<file path="config.mk">
export PLATFORM = sky130hd
export DESIGN_NAME = fix2tfp
export DESIGN_NICKNAME = d
export VERILOG_FILES = /design/src/rtl/tfp_pkg.sv /design/src/rtl/fix2tfp_round.sv /design/src/rtl/fix2tfp.sv
export SDC_FILE = /design/constraint.sdc
export NUM_CORES = 1
export LEC_CHECK = 0
export ABC_AREA = 1
export BUFFER_PORTS_ARGS = -buffer_cell sky130_fd_sc_hd__clkbuf_2
export CAP_MARGIN = 20
export CORE_AREA = 2 2 65 61
export CTS_BUF_LIST = sky130_fd_sc_hd__clkbuf_8
export CTS_CLUSTER_SIZE = 24
export DETAILED_ROUTE_END_ITERATION = 6
export DIE_AREA = 0 0 67 63
export GPL_TIMING_DRIVEN = 0
export HOLD_SLACK_MARGIN = 0.05
export PLACE_DENSITY = 0.62
export SYNTH_ARGS = -nofsm -noshare
export SYNTH_HDL_FRONTEND = slang
export SYNTH_SLANG_ARGS = --single-unit
</file>
<file path="constraint.sdc">
create_clock -name clk -period 1.3 [get_ports clk]
set_clock_uncertainty 0.05 [all_clocks]
set_input_delay 0.065 -clock clk [delete_from_list [all_inputs] [get_ports clk]]
set_output_delay 0.065 -clock clk [all_outputs]
set_load 0.01 [all_outputs]
</file>
<file path="src/rtl/tfp_pkg.sv">
// -----------------------------------------------------------------------------
// tfp_pkg
// Shared definitions for the trivial float-point (TFP) encode/decode blocks.
// A TFP word is {mantissa, exponent}: the mantissa is a signed MW-bit field,
// the exponent an unsigned EXP_WIDTH-bit left-shift count.
//
// Contents:
//   tfp_mant_width  - mantissa width for a given TFP/exponent split
//   tfp_fix_width   - widest signed fixed-point word a TFP format can cover
//   fix2tfp_state_t - encoder FSM states
// -----------------------------------------------------------------------------
package tfp_pkg;

    function automatic int tfp_mant_width(input int tfp_width, input int exp_width);
        return tfp_width - exp_width;
    endfunction

    // The largest exponent shifts the mantissa left by 2**EXP_WIDTH-1 places,
    // so the fixed-point side needs that many bits on top of the mantissa.
    function automatic int tfp_fix_width(input int tfp_width, input int exp_width);
        return tfp_width - exp_width + (2 ** exp_width) - 1;
    endfunction

    typedef enum logic [1:0] {
        IDLE  = 2'd0,
        NORM  = 2'd1,
        ROUND = 2'd2,
        OUT   = 2'd3
    } fix2tfp_state_t;

endpackage

</file>
<file path="src/rtl/fix2tfp_round.sv">
// -----------------------------------------------------------------------------
// fix2tfp_round
// Combinational round-half-up stage for the fixed-point to TFP encoder.
// Adds the last bit shifted out to the truncated mantissa. If that pushes the
// mantissa past the signed maximum, the value is renormalised by bumping the
// exponent (mantissa becomes 2**(MW-2)), or saturated when the exponent is
// already at its maximum.
//
// Ports:
//   mant   in   MW          truncated signed mantissa
//   exp_in in   EXP_WIDTH   exponent after normalisation
//   rbit   in   1           last bit shifted out of the accumulator
//   tfp    out  TFP_WIDTH   rounded {mantissa, exponent}
// -----------------------------------------------------------------------------
module fix2tfp_round
    import tfp_pkg::*;
#(
    parameter int TFP_WIDTH = 8,
    parameter int EXP_WIDTH = 3,
    localparam int MW = tfp_mant_width(TFP_WIDTH, EXP_WIDTH)
) (
    input  logic [MW-1:0]        mant,
    input  logic [EXP_WIDTH-1:0] exp_in,
    input  logic                 rbit,
    output logic [TFP_WIDTH-1:0] tfp
);

    localparam logic [EXP_WIDTH-1:0] EXP_MAX   = '1;
    localparam logic [MW-1:0]        MANT_HALF = MW'(2 ** (MW - 2));
    localparam logic [MW-1:0]        MANT_MAX  = MW'(2 ** (MW - 1) - 1);

    logic [MW:0] sum;
    logic        ovf;

    // A one-bit sign-extended sum flags signed overflow when its top two bits
    // differ; only the positive maximum plus one can trigger it.
    always_comb begin
        sum = {mant[MW-1], mant} + {{MW{1'b0}}, rbit};
        ovf = sum[MW] != sum[MW-1];
        if (!ovf) begin
            tfp = {sum[MW-1:0], exp_in};
        end else if (exp_in != EXP_MAX) begin
            tfp = {MANT_HALF, EXP_WIDTH'(exp_in + EXP_WIDTH'(1))};
        end else begin
            tfp = {MANT_MAX, exp_in};
        end
    end

endmodule

</file>
<file path="src/rtl/fix2tfp.sv">
// -----------------------------------------------------------------------------
// fix2tfp
// Iterative fixed-point to TFP encoder. A signed FIX_WIDTH word is shifted
// right arithmetically one place per cycle until it fits an MW-bit signed
// mantissa; the shift count becomes the exponent. One word in flight at a time.
//
// Optional feature: define FIX2TFP_ROUND_EN to add a round-half-up cycle
// (fix2tfp_round) after normalisation. Without it the result is truncated
// toward -inf.
//
// Ports:
//   clk       in   1          clock
//   rst_n     in   1          asynchronous reset, active low
//   in_data   in   FIX_WIDTH  signed fixed-point value
//   in_valid  in   1          input word valid
//   in_ready  out  1          encoder idle; accept on in_valid & in_ready
//   out_data  out  TFP_WIDTH  {mantissa, exponent}
//   out_valid out  1          result valid
//   out_ready in   1          downstream accepts on out_valid & out_ready
// -----------------------------------------------------------------------------
module fix2tfp
    import tfp_pkg::*;
#(
    parameter int TFP_WIDTH = 8,
    parameter int EXP_WIDTH = 3,
    localparam int MW        = tfp_mant_width(TFP_WIDTH, EXP_WIDTH),
    localparam int FIX_WIDTH = tfp_fix_width(TFP_WIDTH, EXP_WIDTH)
) (
    input  logic                 clk,
    input  logic                 rst_n,
    input  logic [FIX_WIDTH-1:0] in_data,
    input  logic                 in_valid,
    output logic                 in_ready,
    output logic [TFP_WIDTH-1:0] out_data,
    output logic                 out_valid,
    input  logic                 out_ready
);

    fix2tfp_state_t state, state_nxt;

    logic [FIX_WIDTH-1:0] acc, acc_nxt;
    logic [EXP_WIDTH-1:0] exp_cnt, exp_nxt;
    logic                 in_ready_nxt;
    logic [TFP_WIDTH-1:0] out_data_nxt;
    logic                 out_valid_nxt;
    logic                 fits;
    logic                 accept;

`ifdef FIX2TFP_ROUND_EN
    logic                 rbit, rbit_nxt;
    logic [TFP_WIDTH-1:0] round_data;

    fix2tfp_round #(
        .TFP_WIDTH (TFP_WIDTH),
        .EXP_WIDTH (EXP_WIDTH)
    ) u_round (
        .mant   (acc[MW-1:0]),
        .exp_in (exp_cnt),
        .rbit   (rbit),
        .tfp    (round_data)
    );
`endif

    // The value fits the mantissa when every bit from the mantissa sign bit
    // upward is a copy of the sign.
    assign fits   = (&acc[FIX_WIDTH-1:MW-1]) || !(|acc[FIX_WIDTH-1:MW-1]);
    assign accept = in_valid && in_ready;

    // State and datapath registers.
    always_ff @(posedge clk or negedge rst_n) begin
        if (!rst_n) begin
            state     <= IDLE;
            acc       <= '0;
            exp_cnt   <= '0;
            in_ready  <= 1'b0;
            out_data  <= '0;
            out_valid <= 1'b0;
`ifdef FIX2TFP_ROUND_EN
            rbit      <= 1'b0;
`endif
        end else begin
            state     <= state_nxt;
            acc       <= acc_nxt;
            exp_cnt   <= exp_nxt;
            in_ready  <= in_ready_nxt;
            out_data  <= out_data_nxt;
            out_valid <= out_valid_nxt;
`ifdef FIX2TFP_ROUND_EN
            rbit      <= rbit_nxt;
`endif
        end
    end

    // Next-state logic.
    always_comb begin
        state_nxt = state;
        case (state)
            IDLE: if (accept) state_nxt = NORM;
`ifdef FIX2TFP_ROUND_EN
            NORM:  if (fits) state_nxt = ROUND;
            ROUND: state_nxt = OUT;
`else
            NORM:  if (fits) state_nxt = OUT;
`endif
            OUT:   if (out_ready) state_nxt = IDLE;
            default: state_nxt = IDLE;
        endcase
    end

    // Next values for the datapath and registered outputs. The exponent
    // cannot wrap: any FIX_WIDTH word fits after 2**EXP_WIDTH-1 shifts.
    always_comb begin
        acc_nxt       = acc;
        exp_nxt       = exp_cnt;
        in_ready_nxt  = in_ready;
        out_data_nxt  = out_data;
        out_valid_nxt = out_valid;
`ifdef FIX2TFP_ROUND_EN
        rbit_nxt      = rbit;
`endif
        case (state)
            IDLE: begin
                if (accept) begin
                    acc_nxt      = in_data;
                    exp_nxt      = '0;
                    in_ready_nxt = 1'b0;
`ifdef FIX2TFP_ROUND_EN
                    rbit_nxt     = 1'b0;
`endif
                end else begin
                    in_ready_nxt = 1'b1;
                end
            end
            NORM: begin
                if (fits) begin
`ifndef FIX2TFP_ROUND_EN
                    out_data_nxt  = {acc[MW-1:0], exp_cnt};
                    out_valid_nxt = 1'b1;
`endif
                end else begin
                    acc_nxt = FIX_WIDTH'($signed(acc) >>> 1);
                    exp_nxt = EXP_WIDTH'(exp_cnt + EXP_WIDTH'(1));
`ifdef FIX2TFP_ROUND_EN
                    rbit_nxt = acc[0];
`endif
                end
            end
`ifdef FIX2TFP_ROUND_EN
            ROUND: begin
                out_data_nxt  = round_data;
                out_valid_nxt = 1'b1;
            end
`endif
            OUT: begin
                if (out_ready) begin
                    out_valid_nxt = 1'b0;
                    in_ready_nxt  = 1'b1;
                end
            end
            default: ;
        endcase
    end

endmodule

</file>
# ---- Word level (Yosys, flattened, before mapping)
# Index checks and enable logic that the tools add are counted.
# W data, S select, Z words.
dict set report word_totals {
  out_inout_bits 10
  inputBits 16
  romBits 0
  register_bits 27
  mem_count 0
  mem_bits_rw 0
  word_cells 46
  latchBits 0
}
dict set report classes {
  n_lt_le_gt_ge 0
  div 0
  shift 0
  multipliers 0
  n_bitwise 1
  addsub 1
  mux 16
  reduce_logical 15
  eq_ne 6
}
# cell n
set op_table {}
lappend op_table {{$pmux W12 S2} 1}
lappend op_table {{$mux W12} 1}
lappend op_table {{$reduce_and A3 Y1} 4}
lappend op_table {{$mux W11} 1}
lappend op_table {{$ne A2 B2 Y1 const B} 4}
lappend op_table {{$reduce_and A8 Y1} 1}
lappend op_table {{$reduce_or A8 Y1} 1}
lappend op_table {{$mux W2} 3}
lappend op_table {{$mux W3} 2}
lappend op_table {{$pmux W2 S3} 1}
lappend op_table {{$pmux W3 S2} 1}
lappend op_table {{$reduce_bool A2 Y1} 3}
lappend op_table {{$mux W1} 4}
lappend op_table {{$pmux W1 S2} 2}
lappend op_table {{$reduce_and A2 Y1} 2}
lappend op_table {{$add A3 B1 Y3 const B} 1}
lappend op_table {{$eq A2 B1 Y1 const B} 1}
lappend op_table {{$eq A2 B2 Y1 const B} 1}
lappend op_table {{$logic_not A2 Y1} 1}
lappend op_table {{$logic_and A1 B1 Y1} 1}
lappend op_table {{$logic_not A1 Y1} 1}
lappend op_table {{$logic_or A1 B1 Y1} 1}
lappend op_table {{$not A1 Y1} 1}

# ---- Longest topological paths before layout
dict set report logic_depth {
  depth_word 5
  depth_mapped 9
  depth_no_buf 8
}

# ---- Worst setup path after synthesis
# OpenSTA, ideal clock, no wires.
dict set report synth_path {
  kind {reg-to-reg}
  from {register acc[4]}
  to {register out_data[1]}
  setup_ps 117
  synth_period_minus_slack_ps 1265
  stages_incl_launch_ff 10
  arrival_time_ps 1099
  t_required_ps 1133
  n_path_buf 1
  slack_ps 35
  cell_sequence {dfrtp_1 -> inv_2 -> nand2_1 -> nor2_1 -> nand2_2 -> nand2_2 -> nand2_4 -> buf_6 -> nand2_1 -> nand2_1}
}
dict set report synth_between {
  elab_chain_len 4
  elab_cells_between_ends 5
  classes_between {reduce/logical (5)}
}
# item line_no
set synth_rtl {}
lappend synth_rtl {{start, declared} fix2tfp.sv:41} ;# logic [FIX_WIDTH-1:0] acc, acc_nxt;
lappend synth_rtl {{start signal, assigned} fix2tfp.sv:83} ;# acc <= acc_nxt;
lappend synth_rtl {{$reduce_or A8 Y1} fix2tfp.sv:66} ;# assign fits = (&acc[FIX_WIDTH-1:MW-1]) || !(|acc[FIX_WIDTH-1:MW-1]);
lappend synth_rtl {{$logic_not A1 Y1} fix2tfp.sv:66}
lappend synth_rtl {{$logic_or A1 B1 Y1 *} fix2tfp.sv:66}
lappend synth_rtl {{$reduce_and A2 Y1 (no source line) *} --}
lappend synth_rtl {{end signal, assigned} fix2tfp.sv:86} ;# out_data <= out_data_nxt;
lappend synth_rtl {{end, declared} fix2tfp.sv:34} ;# output logic [TFP_WIDTH-1:0] out_data,
# Every way passes the cells marked *; elsewhere a longest branch is shown, timed or not.
# A chain may end at the register's enable or synchronous reset.

# ---- Worst setup path after layout
dict set report layout_path {
  from {register acc[6]}
  to {register acc[0]}
}
dict set report layout_between {
  elab_chain_len 5
  elab_cells_between_ends 6
  classes_between {eq/ne (1); reduce/logical (5)}
}
# item line_no
set layout_rtl {}
lappend layout_rtl {{$reduce_or A8 Y1} fix2tfp.sv:66}
lappend layout_rtl {{$logic_not A1 Y1} fix2tfp.sv:66}
lappend layout_rtl {{$logic_or A1 B1 Y1 *} fix2tfp.sv:66}
lappend layout_rtl {{$ne A2 B2 Y1 (no source line) *} --}
lappend layout_rtl {{$reduce_and A3 Y1 (no source line) *} --}
# Marks and branches as above.

==> metrics.md <==
| Metric | Value |
|---|---|
| Highest clock rate | `approximately 740 MHz` |
| Initial DRC count | `56` |
| Top-area cell type share of the netlist area | `49.4%` |
| WP data required | `1430 ps` |
| Slew Limit Headroom | `55.0%` |
| Status | `finished with violations` |
| Area contributors post-synth | `dfrtp_1 49%, nand2_1 15%, nand3_1 6.6%, a21oi_1 4.4%, nor2_1 4.4%` |
| P&R area growth vs syn | `42.7%` |
| Post-Synthesis Cells | `164` |
| CTS Buf Count | `3` |
| Seq cells post-synth | `27` |
| Worst path arrival time | `1480 ps` |
| Max H-tree Level | `1` |
| Via count | `approximately 1300` |
| Syn Area/Cell | `between 8 and 9 µm²` |
| EDFF count, synth | `0` |
| Tmin final | `approximately 1300 ps` |
| DR vias/cell | `between 4 and 5` |
| DRC viols | `0` |
| Clk Latency, worst-skew pair | `280 ps` |
| Pwr dens | `roughly 2700 nW/µm²` |
| Cell area after layout | `approximately 2000 µm²` |
| Fraction of registers with async set/reset | `100%` |
| Most frequent cell after synthesis | `nand2_1` |
| CTS tree | `yes` |
| Fin. Hold Viols | `0` |
| Leak | `between 1 and 1.5 nW` |
| Max-slew violation count | `0` |
| Die ar. | `between 4000 and 5000 µm²` |
| All-Layer GR Usage | `between 10% and 20%` |
| Max cap viols | `0` |
| TritonRoute pass-1 iters | `4` |
| Post-layout nets | `around 240` |
| Util after Layout | `between 50% and 60%` |
| Post-DP Area | `around 1600 µm²` |
| Vias in the first global route | `between 1000 and 1500` |
| Wire length per cell | `11.7 µm` |
| Global-route wire length before repair | `~5.2 mm` |
| Critical path class | `reg2reg` |
| Worst VDD drop | `between 1 and 1.5 mV` |
| Final setup violating endpoints | `19` |
| Top FF cell, synth | `dfrtp_1` |
| Setup crit start kind | `register` |
| Post-Place Setup Slack | `-87.9 ps` |
| Top cells by count, synth | `53 x nand2_1, 27 x dfrtp_1, 18 x nand3_1, 16 x nor2_1` |
| CP Capture Type | `register` |
| Clock Pin Slew Worst Setup and Hold Paths | `~100 ps` |
| Largest net degree at the start of global routing | `28` |
| Sequential element share of the synthesized area | `between 40% and 50%` |
| I/O Buffers | `25` |
| Crit Path Max Fanout | `4` |
| Slew @ Worst Pin | `slightly below 700 ps` |
| # fillers | `around 330` |
| Yosys cell types | `21` |
| Ant diodes | `0` |
| Core area | `3570 µm²` |
| Initial Util | `approximately two fifths` |
| Detailed Place HPWL | `approximately 1.9 mm` |
| CTS Root Cell | `clkbuf_8` |
| Std cell rows | `21` |
| CTS Sinks | `27` |
| Initial antenna violation count | `0` |
| Top-Level Pins | `26` |
| Die Y | `between 60 and 70 µm` |
| Yosys warns | `0` |
| Post-Syn Area | `between 1000 and 1500 µm²` |
| Violated checks | `negative setup slack` |
| Post-route ant nets | `0` |
| Remaining Overflow, GRT | `0` |
| Placer Congestion | `between 0.8 and 0.9` |
| Routed WL | `between 3 and 4 mm` |
| Period utilisation layout | `103%` |
| Die width | `between 60 and 70 µm` |
| Fin worst setup slack | `-45.0 ps` |
| RSZ-0062 raised after global routing | `true` |
| CTS max path bufs | `2` |
| HP Class | `in2reg` |
| Share of cells above drive strength 1 | `a little under half` |
| Yosys top cell by area | `dfrtp_1` |
| Net count after synthesis | `181` |
state kept, by name, summed over array words and instances (netlist names):
register	flops
acc	12
exp_cnt	3
in_ready	1
out_data	8
out_valid	1
state	2
kinds of logic after synthesis:
group	share of synthesized area (%)
flip-flops	49.4
buffers and inverters	7.78
XOR/XNOR	0.641
AO/OA/AOI/OAI	8.51
adder cells (fa/ha/maj)	0.915
AND/OR/NAND/NOR	32.8
layout make-up:
class / instances / area (µm²) / area share, %
sequential: 27 / 678 / 34.7
inverter: 14 / 52.6 / 2.69
clock buffer: 3 / 41.3 / 2.12
buffer: 6 / 63.8 / 3.27
timing repair buffer: 53 / 373 / 19.1
tap: 46 / 57.6 / 2.95
clock inverter: 1 / 3.75 / 0.192
multi-input combinational: 117 / 682 / 34.9
layer usage:
layer,up-vias,track usage (%),share of wire [%]
met5,-,0,0
met4,0,4.59,1.1
met3,5,3.06,3.8
met2,31,25.4,49
met1,596,21.8,46
li1,636,-,-
metrics by stage:
step / std cells / hold slack (ps) / TNS (ps) / power (W)
6_report: 267 / 74.8 / -367 / 0.00522
5_1_grt: 267 / 104 / -1870 / 0.00571
4_1_cts: 259 / 79.2 / -209 / 0.00479
3_5_place_dp: 235 / 92.9 / -814 / 0.00378
3_3_place_gp: 235 / 86.2 / -903 / 0.00374
2_1_floorplan: 164 / -281 / 0 / 0.00322
power by group:
group	switching [W]	leakage, nW	internal, W
sequential	0.000345	0.319	0.00128
combinational	0.00164	0.677	0.00147
clock	0.000274	0.0269	0.000212
worst max-delay path, stage by stage, from the launching register on:
cell	delay, ps
dfrtp_1	410
nand2_1	80
nor2_1	140
nand2_2	110
nand3_4	130
nand2_4	70
buf_4	140
nand2_1	70
nand2_1	50
final timing paths:
kind | startpoint | end | slack (ps) | cells after the start
max in group asynchronous | rst_n | state[1]$_DFFE_PN0P_ | 440 | 2
min in group asynchronous | rst_n | out_data[3]$_DFFE_PN0P_ | 290 | 2
min reg2reg | out_data[6]$_DFFE_PN0P_ | out_data[6]$_DFFE_PN0P_ | 440 | 2
max reg2reg | acc[6]$_DFFE_PN0P_ | acc[0]$_DFFE_PN0P_ | -50 | 8
min | in_data[2] | acc[2]$_DFFE_PN0P_ | 70 | 5
max | acc[6]$_DFFE_PN0P_ | acc[0]$_DFFE_PN0P_ | -50 | 8
cells in the final DEF, fill, tap and decap left out:
cell	n
o21ai_2	5
buf_6	5
buf_16	1
nand2_4	4
clkbuf_2	25
o21ai_1	1
nand2_8	1
a21oi_2	2
nand2_2	20
nor2_8	1
dlygate4sd3_1	4
clkbuf_8	3
a21oi_1	10
ha_1	1
a22oi_1	1
inv_2	8
nor2_1	15
dfrtp_2	2
nor2_4	1
nor2_2	1
dfrtp_1	25
nand3b_1	1
buf_8	1
nand3_4	2
nand3_1	18
buf_4	23
nand2_1	32
xor2_1	1
inv_1	7
what timing repair did:
action | 4_1_cts | 5_1_grt
hold endpoints to repair | 31 | 0
gates resized for setup | 22 | 23
setup endpoints to repair | 25 | 25
hold buffers | 4 | 0
gates cloned | 2 | 0
buffers inserted | 15 | 8
pin swaps | 6 | 9
Note: power is estimated with default switching activity, not from simulation.
